===== src/rtl/pipelined_mult_unit.sv =====
// Pipelined WIDTH x WIDTH multiplier with valid/ready flow control and per-transaction signed mode.
// Optional feature: define MULT_ACC_EN to add the accumulate port and the output accumulator.
module pipelined_mult_unit #(
    parameter int WIDTH  = 32,
    parameter int STAGES = 4
) (
    input  logic               clk,
    input  logic               rst,
    input  logic               in_valid,
    output logic               in_ready,
    input  logic [WIDTH-1:0]   A,
    input  logic [WIDTH-1:0]   B,
    input  logic               is_signed,
`ifdef MULT_ACC_EN
    input  logic               accumulate,
`endif
    output logic               out_valid,
    input  logic               out_ready,
    output logic [2*WIDTH-1:0] S
);

    localparam int PW   = 2 * WIDTH;
    localparam int ROWS = (PW + STAGES - 1) / STAGES;

    logic [STAGES:1] v_q, v_d, load, stage_rdy;
    logic [PW-1:0]   a_q     [1:STAGES];
    logic [PW-1:0]   a_d     [1:STAGES];
    logic [PW-1:0]   b_q     [1:STAGES];
    logic [PW-1:0]   b_d     [1:STAGES];
    logic [PW-1:0]   sum_q   [1:STAGES];
    logic [PW-1:0]   sum_d   [1:STAGES];
    logic [PW-1:0]   carry_q [1:STAGES];
    logic [PW-1:0]   carry_d [1:STAGES];

    // Index 0 of the *_pre arrays is the operand port; index i is register stage i.
    logic [STAGES-1:0] v_pre;
    logic [PW-1:0]     a_pre [0:STAGES-1];
    logic [PW-1:0]     b_pre [0:STAGES-1];
    logic [PW-1:0]     s_pre [0:STAGES-1];
    logic [PW-1:0]     c_pre [0:STAGES-1];
    logic              fire_out;

`ifdef MULT_ACC_EN
    logic          accum_q   [1:STAGES];
    logic          accum_d   [1:STAGES];
    logic          accum_pre [0:STAGES-1];
    logic [PW-1:0] acc_q;
    logic [PW-1:0] acc_eff;
`endif

    function automatic logic [PW-1:0] extend(input logic [WIDTH-1:0] x, input logic sgn);
        return sgn ? {{WIDTH{x[WIDTH-1]}}, x} : {{WIDTH{1'b0}}, x};
    endfunction

    // A stage may load if any stage from it to the output has a free slot, or the output drains.
    always_comb begin
        stage_rdy = '0;
        for (int i = 1; i <= STAGES; i++) begin
            stage_rdy[i] = out_ready;
            for (int j = i; j <= STAGES; j++) begin
                if (!v_q[j]) stage_rdy[i] = 1'b1;
            end
        end
    end

    assign in_ready  = stage_rdy[1] && !rst;
    assign out_valid = v_q[STAGES];
    assign S         = sum_q[STAGES];
    assign fire_out  = v_q[STAGES] && out_ready;

    always_comb begin
        v_pre    = '0;
        v_pre[0] = in_valid && in_ready;
        a_pre[0] = extend(A, is_signed);
        b_pre[0] = extend(B, is_signed);
        s_pre[0] = '0;
        c_pre[0] = '0;
`ifdef MULT_ACC_EN
        accum_pre[0] = accumulate;
`endif
        for (int i = 1; i < STAGES; i++) begin
            v_pre[i] = v_q[i];
            a_pre[i] = a_q[i];
            b_pre[i] = b_q[i];
            s_pre[i] = sum_q[i];
            c_pre[i] = carry_q[i];
`ifdef MULT_ACC_EN
            accum_pre[i] = accum_q[i];
`endif
        end
    end

    // Each stage folds its share of partial-product rows into a carry-save pair; the last
    // stage also resolves the pair with the carry-propagate add.
    always_comb begin
        logic [PW-1:0] s_x, c_x, pp, b_sh, maj;
        // NOTE: defaults on every path keep this block free of inferred latches.
        v_d  = '0;
        load = '0;
        s_x  = '0;
        c_x  = '0;
        pp   = '0;
        b_sh = '0;
        maj  = '0;
`ifdef MULT_ACC_EN
        acc_eff = fire_out ? sum_q[STAGES] : acc_q;
`endif
        for (int i = 1; i <= STAGES; i++) begin
            s_x = s_pre[i-1];
            c_x = c_pre[i-1];
            for (int k = 0; k < ROWS; k++) begin
                if ((i - 1) * ROWS + k < PW) begin
                    // NOTE: blocking updates here chain the 3:2 compressors within one cycle.
                    b_sh = b_pre[i-1] >> ((i - 1) * ROWS + k);
                    pp   = b_sh[0] ? (a_pre[i-1] << ((i - 1) * ROWS + k)) : '0;
                    maj  = (s_x & c_x) | (s_x & pp) | (c_x & pp);
                    s_x  = s_x ^ c_x ^ pp;
                    c_x  = maj << 1;
                end
            end
            v_d[i]  = stage_rdy[i] ? v_pre[i-1] : v_q[i];
            load[i] = stage_rdy[i] && v_pre[i-1];
            a_d[i]  = a_pre[i-1];
            b_d[i]  = b_pre[i-1];
`ifdef MULT_ACC_EN
            accum_d[i] = accum_pre[i-1];
`endif
            if (i == STAGES) begin
`ifdef MULT_ACC_EN
                sum_d[i] = s_x + c_x + (accum_pre[i-1] ? acc_eff : '0);
`else
                sum_d[i] = s_x + c_x;
`endif
                carry_d[i] = '0;
            end else begin
                sum_d[i]   = s_x;
                carry_d[i] = c_x;
            end
        end
    end

    // NOTE: data registers are cleared too, not only valid bits, so S reads 0 out of reset.
    always_ff @(posedge clk) begin
        if (rst) begin
            v_q <= '0;
            for (int i = 1; i <= STAGES; i++) begin
                a_q[i]     <= '0;
                b_q[i]     <= '0;
                sum_q[i]   <= '0;
                carry_q[i] <= '0;
`ifdef MULT_ACC_EN
                accum_q[i] <= 1'b0;
`endif
            end
`ifdef MULT_ACC_EN
            acc_q <= '0;
`endif
        end else begin
            v_q <= v_d;
            for (int i = 1; i <= STAGES; i++) begin
                if (load[i]) begin
                    a_q[i]     <= a_d[i];
                    b_q[i]     <= b_d[i];
                    sum_q[i]   <= sum_d[i];
                    carry_q[i] <= carry_d[i];
`ifdef MULT_ACC_EN
                    accum_q[i] <= accum_d[i];
`endif
                end
            end
`ifdef MULT_ACC_EN
            if (fire_out) acc_q <= sum_q[STAGES];
`endif
        end
    end

endmodule


===== config.mk =====
export PLATFORM = sky130hd
export DESIGN_NAME = pipelined_mult_unit
export DESIGN_NICKNAME = d
export VERILOG_FILES = /design/src/rtl/pipelined_mult_unit.sv
export SDC_FILE = /design/constraint.sdc
export NUM_CORES = 2
export LEC_CHECK = 0
export BUFFER_PORTS_ARGS = -buffer_cell sky130_fd_sc_hd__buf_2
export CORE_UTILIZATION = 50
export CTS_CLUSTER_DIAMETER = 50
export DETAILED_ROUTE_END_ITERATION = 10
export PLACE_DENSITY = 0.77
export SETUP_SLACK_MARGIN = 0.02
export SLEW_MARGIN = 25
export SYNTH_ARGS = -nofsm -noshare
export SYNTH_HDL_FRONTEND = slang
export SYNTH_SLANG_ARGS = --single-unit

===== constraint.sdc =====
create_clock -name clk -period 13.8 [get_ports clk]
set_input_delay 1.38 -clock clk [delete_from_list [all_inputs] [get_ports clk]]
set_output_delay 1.38 -clock clk [all_outputs]
set_load 0.02 [all_outputs]

==> metrics.cfg <==
[run_status]
status=complete, no violations

[synth]
ys.flop_type=edfxtp_1
ys_async_sr_fraction=0
yosysTopAreaCellShare=0.5506
ys_ff_latch=425
ys_top_cells_by_area=fa_1, edfxtp_1, and2_1
syn-instance-count=4231
syn_area_um2=53960
ys_seq_area_frac=0.2358
synth.most_common_cell=fa_1
yosysWarnings=0
yosysTopAreaCell=fa_1
avgSynthCellArea_um2=12.75
synth_fp_nets=5818
ys_top_cells_by_count=fa_1, and2_1, nand2_1, inv_1, edfxtp_1
synth-edff-count=421
yosysUniqueCellTypes=29

[critical_path]
critPathCaptureType=flop
cp_slowest_stage_delay_ns=0.66
reg2reg_slack_ns=3.64
cp_common_cell=fa_1
cp.arrival_ns=10.52
start_kind=flop
path_max_fanout=17
r2r_cells=24
crit_cells=24
cp-endpoint=sum_q[0][319]$_SDFFCE_PN0P_
criticalPathCategory=reg -> reg
crit_path_top_delay_cell=edfxtp_1
timing.rr.start=b_q[0][254]$_SDFFCE_PN0P_
crit_chain=and2_1, fa_1, fa_1, fa_1, fa_1, fa_1, fa_1, fa_1, fa_1, inv_1, fa_1, fa_1, inv_1, fa_1, fa_1, fa_1, fa_1, fa_1, xnor2_1, xnor2_1, xnor3_1, xnor2_1, nand3_1, and3b_1
cp_num_buf_inv=2
critical_path_required_ns=14.17
critPathLaunch=b_q[0][254]$_SDFFCE_PN0P_
reg2reg_to=sum_q[0][319]$_SDFFCE_PN0P_
path_delay_family=adder cells

[global_routing]
grt_pass1_vias=32830
grt_pass1_wl_um=156900
overflow=0
antenna_found_initial=7
grt_max_degree=118
track_usage=0.1750

[drt]
drc=0
via_per_inst=5.044
drtPass1Iterations=5
postRouteAntennaNets=0
num_vias=28540
post_drt_wl_per_cell_um=15.82
drt_iter0_drc=1397
routed_wl_um=89500

[placed_design]
gp_congestion=0.8185
place.detailed.hpwl_um=76690
portBuffers=134

[cts]
clkTransAtPathRegs_ns=0.06
cts-buffers-inserted=52
hold_buffers=0
insertion_delay_ns=0.62
clockRootBuffer=clkbuf_16
cts_setup_buffers=0
cts_max_path_buffers=3
cts.sinks=425
cts_tree=done
h-tree-depth=2
postCtsResizedCells=0

[timing]
period_minus_slack_ns=10.16
finalHoldViolCount=0
max-slew-margin-rel=0.3281
skew_ns=0.06463
setup_viol=0
fmax_ghz=0.09847
rsz0062_at_grt=no
worstMarginPinSlew_ns=1.008
slew_violations=0
layout_worst_path_cycle_share=0.7359
finalSetupTns_ns=0

[die]
core_um2=107100
die-area_um2=109200
rows=120
start_util=0.5040
io_pins=135
die_h_um=330.5
die_x_um=330.5

[finish]
multi_input_area_um2=38720
final_nets=5802
drive_gt1_frac=0.05806
fill_cells=8681
seqCellArea_um2=12720
area_delta_synth_final_pct=6.625

[flow_run]
drv_cap=0

[hold_path]
hp-class=reg -> reg

## per-layer routing
layer	vias up	GRT usage	share of wire
met2	334	0.3160	0.53
met1	15450	0.2334	0.43
li1	12660	-	-
met5	-	0	0.00079
met3	94	0.01749	0.027
met4	10	0.02855	0.013
## cells by family (layout without fill, tap and decap cells)
| group | count (synthesis) | in the layout | share of synthesized area |
|---|---|---|---|
| AO/OA/AOI/OAI | 6 | 6 | 0.0007653 |
| adder cells (fa/ha/maj) | 1518 | 1518 | 0.5585 |
| XOR/XNOR | 63 | 63 | 0.01074 |
| buffers and inverters | 671 | 694 | 0.04733 |
| other | 0 | 1 | 0 |
| AND/OR/NAND/NOR | 1548 | 1548 | 0.1469 |
| flip-flops | 425 | 425 | 0.2358 |
## area by class of cell
| cell class | count | area share |
|---|---|---|
| Tap cell | 1403 | 0.03051 |
| Antenna cell | 1 | 0.00004350 |
| Clock inverter | 31 | 0.005133 |
| Inverter | 442 | 0.02884 |
| Timing Repair Buffer | 159 | 0.01762 |
| Clock buffer | 62 | 0.02364 |
| Multi-Input combinational cell | 3135 | 0.6731 |
| Sequential cell | 425 | 0.2211 |
## registers in the layout, summed over array words and instances, names as in the netlist
signal,count
sum_q,240
v_q,4
carry_q,81
b_q,19
a_q,81
## through the flow
| step | utilization | setup WS, ns | cells | hold WS, ns | instance area (um^2) |
|---|---|---|---|---|---|
| after global routing | 0.5374 | 3.233 | 5657 | 0.5251 | 57530 |
| after CTS | 0.5361 | 3.258 | 5649 | 0.4905 | 57400 |
| after global placement | 0.5195 | 3.404 | 5550 | 0.4740 | 55610 |
| after floorplan | - | 4.331 | 4231 | 0.4590 | 53960 |
| after detailed placement | 0.5207 | 3.249 | 5556 | 0.5014 | 55740 |
| final | 0.5374 | 3.645 | 5658 | 0.5060 | 57530 |
## worst min path at each step
stage,start,end,cells after the start
floorplan,v_q[2]$_SDFFE_PP0N_,v_q[3]$_SDFFE_PP0N_,2
global placement,v_q[2]$_SDFFE_PP0N_,v_q[3]$_SDFFE_PP0N_,2
detailed placement,sum_q[0][64]$_SDFFCE_PN0P_,sum_q[0][128]$_SDFFCE_PN0P_,1
CTS,sum_q[0][216]$_SDFFCE_PN0P_,sum_q[0][280]$_SDFFCE_PN0P_,1
global route,sum_q[0][216]$_SDFFCE_PN0P_,sum_q[0][280]$_SDFFCE_PN0P_,1
finish,sum_q[0][216]$_SDFFCE_PN0P_,sum_q[0][280]$_SDFFCE_PN0P_,1
## placed cells by master, fill, tap and decap left out, drive strengths merged, types with 18 or more instances in the layout
cell	n
and3	127
clkinv	18
nand2	672
fa	1484
buf	159
ha	34
nor2	40
and2	697
inv	450
xnor2	55
edfxtp	421
clkbuf	62
Power is not shown: default switching activity piles up to over one toggle a cycle in this logic, so the estimate is an artifact.
